[src/rtl/uart_pkg.sv]
// Shared UART definitions: receiver FSM state encoding, data width and the
// baud divisor helper used by both the transmitter and the receiver.
package uart_pkg;

  localparam int UART_DATA_W = 8;

  typedef enum logic [2:0] {
    ST_IDLE      = 3'd0,
    ST_START     = 3'd1,
    ST_DATA      = 3'd2,
    ST_PARITY    = 3'd3,
    ST_STOP      = 3'd4,
    ST_WAIT_IDLE = 3'd5
  } uart_rx_state_e;

  // Integer division; a TX/RX pair built from the same CLK_HZ/BAUD_RATE
  // therefore lands on the same divisor.
  function automatic int calc_clks_per_bit(input int clk_hz, input int baud_rate);
    return clk_hz / baud_rate;
  endfunction

  function automatic logic even_parity(input logic [UART_DATA_W-1:0] data);
    return ^data;
  endfunction

endpackage

[src/rtl/uart_sync2.sv]
// Two-flop synchronizer for an asynchronous single-bit input; both flops
// take RST_VAL under synchronous active-low reset.
module uart_sync2 #(
  parameter logic RST_VAL = 1'b1
) (
  input  logic i_clk,
  input  logic i_rst_n,
  input  logic i_d,
  output logic o_q
);

  logic r_meta;
  logic r_sync;

  always_ff @(posedge i_clk) begin
    if (!i_rst_n) begin
      r_meta <= RST_VAL;
      r_sync <= RST_VAL;
    end else begin
      r_meta <= i_d;
      r_sync <= r_meta;
    end
  end

  assign o_q = r_sync;

endmodule

[src/rtl/uart_rx.sv]
// UART receiver: 8N1 frames (8E1 when UART_RX_PARITY_EN is defined) into a
// one-entry valid/ready holding register, with single-cycle error pulses.
//
// Output handshake: rx_valid stays high until a cycle with rx_valid && rx_ready;
// rx_data is stable while rx_valid is high; rx_ready never reaches rx_valid
// combinationally and is ignored while rx_valid is low.
module uart_rx
  import uart_pkg::*;
#(
  parameter int CLK_HZ       = 50_000_000,
  parameter int BAUD_RATE    = 115_200,
  parameter int CLKS_PER_BIT = calc_clks_per_bit(CLK_HZ, BAUD_RATE)
) (
  input  logic                   clk,
  input  logic                   rst,
  input  logic                   rxd,
  input  logic                   rx_ready,
  output logic                   rx_valid,
  output logic [UART_DATA_W-1:0] rx_data,
  output logic                   frame_err,
  output logic                   overrun,
  output logic                   parity_err,
  output logic [2:0]             o_dbg_state
);

  localparam int CNT_W = $clog2(CLKS_PER_BIT);
  localparam logic [CNT_W-1:0] CNT_LAST = CNT_W'(CLKS_PER_BIT - 1);
  localparam logic [CNT_W-1:0] CNT_HALF = CNT_W'(CLKS_PER_BIT / 2 - 1);

  logic                   w_rxs;
  logic                   w_tick;
  logic                   w_half;
  logic                   w_stop_sample;
  logic                   w_par_flag;
  logic                   w_good_frame;
  logic                   w_frame_bad;
  logic                   w_par_bad;

  uart_rx_state_e         r_state;
  logic [CNT_W-1:0]       r_cnt;
  logic [2:0]             r_bit_cnt;
  logic [UART_DATA_W-1:0] r_shift;
  logic                   r_valid;
  logic [UART_DATA_W-1:0] r_data;
  logic                   r_frame_err;
  logic                   r_overrun;

  uart_sync2 #(
    .RST_VAL (1'b1)
  ) u_sync_rxd (
    .i_clk   (clk),
    .i_rst_n (rst),
    .i_d     (rxd),
    .o_q     (w_rxs)
  );

  assign w_tick        = (r_cnt == CNT_LAST);
  assign w_half        = (r_cnt == CNT_HALF);
  assign w_stop_sample = (r_state == ST_STOP) && w_tick;
  assign w_frame_bad   = w_stop_sample && !w_rxs;
  assign w_good_frame  = w_stop_sample && w_rxs && !w_par_flag;
  assign w_par_bad     = w_stop_sample && w_rxs && w_par_flag;

`ifdef UART_RX_PARITY_EN
  logic r_par_flag;
  logic r_parity_err;

  assign w_par_flag = r_par_flag;
  assign parity_err = r_parity_err;

  always_ff @(posedge clk) begin
    if (!rst) begin
      r_par_flag   <= 1'b0;
      r_parity_err <= 1'b0;
    end else begin
      r_parity_err <= w_par_bad;
      if (r_state == ST_START) begin
        r_par_flag <= 1'b0;
      end else if ((r_state == ST_PARITY) && w_tick) begin
        r_par_flag <= (w_rxs != even_parity(r_shift));
      end
    end
  end
`else
  assign w_par_flag = 1'b0;
  assign parity_err = 1'b0;
`endif

  // Bit-level sequencing; every state leaves its counter at 0 for the next.
  always_ff @(posedge clk) begin
    if (!rst) begin
      r_state   <= ST_IDLE;
      r_cnt     <= '0;
      r_bit_cnt <= '0;
      r_shift   <= '0;
    end else begin
      case (r_state)
        ST_IDLE: begin
          if (!w_rxs) begin
            r_cnt   <= '0;
            r_state <= ST_START;
          end
        end
        ST_START: begin
          if (w_half) begin
            r_cnt     <= '0;
            r_bit_cnt <= '0;
            r_state   <= w_rxs ? ST_IDLE : ST_DATA;
          end else begin
            r_cnt <= r_cnt + 1'b1;
          end
        end
        ST_DATA: begin
          if (w_tick) begin
            r_cnt   <= '0;
            r_shift <= {w_rxs, r_shift[UART_DATA_W-1:1]};
            if (r_bit_cnt == 3'd7) begin
              r_bit_cnt <= '0;
`ifdef UART_RX_PARITY_EN
              r_state   <= ST_PARITY;
`else
              r_state   <= ST_STOP;
`endif
            end else begin
              r_bit_cnt <= r_bit_cnt + 3'd1;
            end
          end else begin
            r_cnt <= r_cnt + 1'b1;
          end
        end
`ifdef UART_RX_PARITY_EN
        ST_PARITY: begin
          if (w_tick) begin
            r_cnt   <= '0;
            r_state <= ST_STOP;
          end else begin
            r_cnt <= r_cnt + 1'b1;
          end
        end
`endif
        ST_STOP: begin
          if (w_tick) begin
            r_cnt   <= '0;
            r_state <= w_rxs ? ST_IDLE : ST_WAIT_IDLE;
          end else begin
            r_cnt <= r_cnt + 1'b1;
          end
        end
        ST_WAIT_IDLE: begin
          // A held-low line (break) must not be mistaken for a new start bit.
          if (w_rxs) begin
            r_state <= ST_IDLE;
          end
        end
        default: begin
          r_state <= ST_IDLE;
          r_cnt   <= '0;
        end
      endcase
    end
  end

  // Holding register: a new byte wins over a simultaneous drain.
  always_ff @(posedge clk) begin
    if (!rst) begin
      r_valid     <= 1'b0;
      r_data      <= '0;
      r_frame_err <= 1'b0;
      r_overrun   <= 1'b0;
    end else begin
      r_frame_err <= w_frame_bad;
      r_overrun   <= w_good_frame && r_valid && !rx_ready;
      if (w_good_frame) begin
        if (!r_valid || rx_ready) begin
          r_data  <= r_shift;
          r_valid <= 1'b1;
        end
      end else if (r_valid && rx_ready) begin
        r_valid <= 1'b0;
      end
    end
  end

  assign rx_valid    = r_valid;
  assign rx_data     = r_data;
  assign frame_err   = r_frame_err;
  assign overrun     = r_overrun;
  assign o_dbg_state = r_state;

endmodule

[config.mk]
export PLATFORM = sky130hd
export DESIGN_NAME = uart_rx
export DESIGN_NICKNAME = d
export VERILOG_FILES = /design/src/rtl/uart_pkg.sv /design/src/rtl/uart_sync2.sv /design/src/rtl/uart_rx.sv
export SDC_FILE = /design/constraint.sdc
export NUM_CORES = 1
export LEC_CHECK = 0
export CAP_MARGIN = 20
export CORE_MARGIN = 2
export CORE_UTILIZATION = 51
export CTS_BUF_LIST = sky130_fd_sc_hd__clkbuf_8
export DETAILED_ROUTE_END_ITERATION = 10
export HOLD_SLACK_MARGIN = 0.05
export PLACE_DENSITY = 0.75
export SLEW_MARGIN = 20
export SYNTH_ARGS = -nofsm -noshare
export SYNTH_HDL_FRONTEND = slang
export SYNTH_HIERARCHICAL = 1
export SYNTH_SLANG_ARGS = --single-unit
[constraint.sdc]
create_clock -name clk -period 2.25 [get_ports clk]
set_input_delay 0.225 -clock clk [delete_from_list [all_inputs] [get_ports clk]]
set_output_delay 0.225 -clock clk [all_outputs]
set_load 0.005 [all_outputs]
=== Word level (Yosys, flattened, before mapping) ===
Cells that the tools add are included.

* $add $sub $neg: 2
* Multiply operators: 0
* Div/mod/pow operators: 0
* Order comparisons: 0
* Equal/unequal tests: 14
* Shift-type cells: 0
* Multiplexer cells: 20
* Bitwise logic cells: 1
* Reduce and logical (&&, ||, !) cells: 20

{| class="wikitable"
|+ Operator list
! operator !! number
|-
| one-hot mux 9 bit (4 select lines) || 1
|-
| two-way mux 3 bit || 10
|-
| two-way mux 9 bit || 3
|-
| one-hot mux 3 bit (5 select lines) || 1
|-
| != test 2 bit (second input constant) || 5
|-
| adder 9 x 1 -> 9 bit (second input constant) || 1
|-
| == test 3 bit (second input constant) || 3
|-
| == test 9 x 8 -> 1 bit (second input constant) || 1
|-
| == test 9 bit (second input constant) || 1
|-
| AND reduction 2 bit || 4
|-
| logical AND 1 bit || 6
|-
| one-hot mux 3 bit (2 select lines) || 1
|-
| AND reduction 6 bit || 1
|-
| != test 2 x 1 -> 1 bit (second input constant) || 2
|-
| nonzero test 2 bit || 2
|-
| adder 3 x 1 -> 3 bit (second input constant) || 1
|-
| == test 3 x 1 -> 1 bit (second input constant) || 1
|-
| == test 3 x 2 -> 1 bit (second input constant) || 1
|-
| logical NOT 1 bit || 3
|-
| logical NOT 3 bit || 1
|-
| two-way mux 1 bit || 3
|-
| AND reduction 3 bit || 1
|-
| two-way mux 2 bit || 1
|-
| OR reduction 2 bit || 1
|-
| other kinds (2) || 2
|}

* Register bits: 36
* Latch bits: 0
* RAM bits: 0
* Bits in read-only memories: 0
* Input bits: 4
* Output and inout bits: 15
* Word-level logic and storage cells: 67
* Memories kept: 0

=== Longest topological paths before layout ===
* Depth in word-level cells: 5
* Mapped depth: 6
* Depth with buffers taken out: 6

=== Hierarchy ===
The synthesis kept the hierarchy.

{| class="wikitable"
|+ By module, submodules not included
! module !! times used !! cells each !! area an instance (µm²) !! sequential area each (µm²)
|-
| uart_rx || 1 || 199 || 1783.0 || 680.7
|-
| uart_sync2 || 1 || 4 || 52.6 || 40.0
|}

=== Worst setup path before layout ===
OpenSTA, ideal clock, no wires.

* Kind: reg2reg
* From: register r_cnt[0]
* To: register r_bit_cnt[0]
* Setup time: 0.072 ns
* Arrival time: 1.668 ns
* Data required time: 2.178 ns
* Setup slack: 0.510 ns
* Stages on the path, launching flop included: 7
* Path buffers: 0
* Clock period less this slack: 1.740 ns
* Cells stage by stage: dfxtp_1 -> inv_1 -> ha_1 -> nand4b_4 -> or4b_4 -> a211oi_4 -> mux2i_1

* Cells in the longest elaborated chain, start to end: 3
* Elaborated cells on any way between the ends: 5
* Those cells by class: 4 x eq/ne; 1 x reduce/logical

{| class="wikitable"
|+ Ends and longest elaborated chain
! element !! line !! RTL
|-
| from (decl) || uart_rx.sv:40 || <nowiki>logic [CNT_W-1:0] r_cnt;</nowiki>
|-
| from (signal assigned) || uart_rx.sv:110 || <nowiki>r_cnt <= r_cnt + 1'b1;</nowiki>
|-
| from (signal assigned) || uart_rx.sv:128 || <nowiki>r_cnt <= r_cnt + 1'b1;</nowiki>
|-
| from (signal assigned) || uart_rx.sv:146 || <nowiki>r_cnt <= r_cnt + 1'b1;</nowiki>
|-
| == test 9 x 8 -> 1 bit / == test 9 bit (equally long branches) || uart_rx.sv:58, uart_rx.sv:57 ||
|-
| != test 2 bit (no line) || -- ||
|-
| AND reduction 3 bit (no line) * || -- ||
|-
| to (signal assigned) || uart_rx.sv:125 || <nowiki>r_bit_cnt <= r_bit_cnt + 3'd1;</nowiki>
|-
| to (decl) || uart_rx.sv:41 || <nowiki>logic [2:0] r_bit_cnt;</nowiki>
|}

Mark *: on every way between the ends. The rest lies on a longest branch, timed or not.
A chain may end at the register's enable or synchronous reset.

=== Final worst setup path ===
* From: register r_cnt[0]
* To: register r_bit_cnt[2]

Same word-level chain as after synthesis.

==> results.yml <==
logic_synthesis:
  synth_enable_flop_cells: 0
  async_reset_ff_share_pct: 0
  synth_seq_cells: 36
  synthTopCellsByArea: "dfxtp_1 39%, mux2i_1 7.6%, nand2_1 4.9%"
  synthFlopType: "dfxtp_1"
  syn_area_per_cell_sq_um: 9.04
  yosysWarnings: 6
  yosysTopAreaCell: "dfxtp_1"
  yosysTopAreaCellShare_pct: 39.3
  synth_area_sq_mm: 0.00184
  synth.net_count: 212
  synth-seq-area-share_pct: 39.3
  synth_cells: 203
  ys_types: 48
placed_design:
  gp_congestion: 0.827
  place_ws_ps: 317
  port-buffer-count: 17
  dp_hpwl_mm: 2.59
sta:
  fin_skew_ps: 4.76
  hold_violations: 0
  period_minus_slack_ps: 1950
  period_share_pct: 86.8
  grt_setup_unrepaired: "false"
  hold_slack_ps: 421
  clock.fmax_ghz: 0.512
  fin_ws_ps: 297
  finalSetupViolCount: 0
  final-max-slew-violation-count: 0
  worst_pin_slew_ps: 554
  setup-tns-final_ps: 0
  maxSlewHeadroom_pct: 62.9
power:
  power_w: 0.00136
  p_per_area_mw_per_mm2: 640
  leakage_nw: 0.802
  ir_worst_vdd_uv: 297
worst_setup_path:
  startpoint_type: "flop"
  critPathCaptureType: "flop"
  crit_fanout: 6
  crit_type: "flop to flop"
  critPathRequiredTime_ps: 2460
  cp.arrival_ps: 2160
clock_tree:
  post-cts-setup-buffer-count: 0
  numCtsBuffers: 5
  cts_hold_buf: 0
  path_clk_slew_ps: 70
  root_buffer: "clkbuf_8"
  cts_sinks: 36
  htreeDepth: 2
  clockBufferDepth: 2
  ctsResizeCount: 0
  insertion_delay_ps: 290
  cts_tree: "built"
floorplan:
  io_pins: 19
  core_sq_mm: 0.00339
  dieArea_sq_mm: 0.00409
  die_h_microns: 64.0
  die_width_microns: 64.0
  start_util_pct: 54.2
  rows: 21
layout:
  layout-drive-gt1-share_pct: 10.9
  final_common_cell: "dfxtp_1"
  area_delta_synth_final_pct: 15.8
  n_fill_cell: 290
  antennaDiodeCount: 0
  layout.nets: 228
  final_cell_mix: "36 x dfxtp_1, 24 x nand2_1, 17 x clkdlybuf4s50_1"
flow_run:
  drv_cap: 0
route:
  postRouteAntennaNets: 0
  drc: 0
  post_drt_wl_per_cell_microns: 14.1
  viasPerCell: 5.69
  vias: 1513
  initialDrtViolationCount: 67
  routed_wl_mm: 3.75
  first_pass_iters: 4
run_status:
  outcome: "finished clean"
grt:
  antenna_found_initial: 0
  grt_max_degree: 26
  overflow: 0
  first_global_vias: 1428
  grt_pass1_wl_mm: 6.49
  gr-usage-all-layers_pct: 20.4
worst_hold_path:
  hp-class: "flop to flop"
[per-layer routing]
layer	up-vias	global-route usage [%]	wire length, microns
li1	753	-	-
met1	726	24.4	1740
met2	25	34.0	1800
met3	9	5.99	129
met4	0	8.42	80
met5	-	0	0
[cell usage after synthesis, types with 2 or more instances]
cell      instances
a21o_1            2
a21oi_1          16
a22o_1            4
a22oi_1           2
and2_1            4
and4b_1           2
and4bb_2          2
buf_2             5
clkbuf_1          5
dfxtp_1          36
ha_1              5
inv_1             5
mux2i_1          14
nand2_1          24
nand2b_1          5
nand3_1          13
nand3b_1          2
nand4_1           3
nand4b_1          3
nor2_1           13
nor3b_1           2
o21a_1            3
o21ai_0           4
or3_1             4
or3b_1            2
[where the power goes]
part / leakage (nW) / switching [W] / internal (W)
Clock: 0.0479 / 0.000239 / 0.000215
Combinational: 0.463 / 0.000112 / 0.000101
Sequential: 0.291 / 0.0000395 / 0.000654
Total: 0.802 / 0.000390 / 0.000971
[final timing paths]
path,from,end,slack [ps],cells after the start
max,r_cnt[0],r_bit_cnt[2],300,6
min,u_sync_rxd/r_meta,u_sync_rxd/o_q,420,1
max reg2reg,r_cnt[0],r_bit_cnt[2],300,6
min reg2reg,u_sync_rxd/r_meta,u_sync_rxd/o_q,420,1
[per-stage QoR]
step | cell area [sq um] | utilization, % | cells
3_5_place_dp | 2040 | 60.1 | 258
5_1_grt | 2130 | 62.7 | 266
3_3_place_gp | 2040 | 60.1 | 258
4_1_cts | 2130 | 62.7 | 266
2_1_floorplan | 1840 | - | 203
6_report | 2130 | 62.7 | 266
[sequential cells by signal (all words and copies together) (netlist names), 3 cells and up]
register / count
r_cnt: 9
r_bit_cnt: 3
o_dbg_state: 3
rx_data: 8
r_shift: 8
[critical path: stages (launching register included)]
cell and delay [ps]:
dfxtp_1 360, inv_1 70, ha_1 190, nand4b_4 130, or4b_4 520, a211oi_4 320, mux2i_1 270
[layout make-up]
type / count / area, sq um / area share [%]
Clock buffer: 5 / 68.8 / 3.24
Clock inverter: 3 / 18.8 / 0.883
Inverter: 5 / 18.8 / 0.883
Multi-Input combinational cell: 150 / 1040 / 49.0
Sequential cell: 36 / 721 / 33.9
Tap cell: 46 / 57.6 / 2.71
Timing Repair Buffer: 21 / 200 / 9.42
[cell families (layout without fill, tap and decap cells)]
kind of cell	count (synthesis)	in the layout	share of synthesized area [%]
and+or+nand+nor	90	90	29.7
AOI/OAI and AO/OA	40	40	15.7
DFF	36	36	39.3
buffers and inverters	17	34	4.02
muxes	14	14	7.63
adders and majority gates	5	5	3.41
other	1	1	0.204
Note: power is estimated with default switching activity, not from simulation.
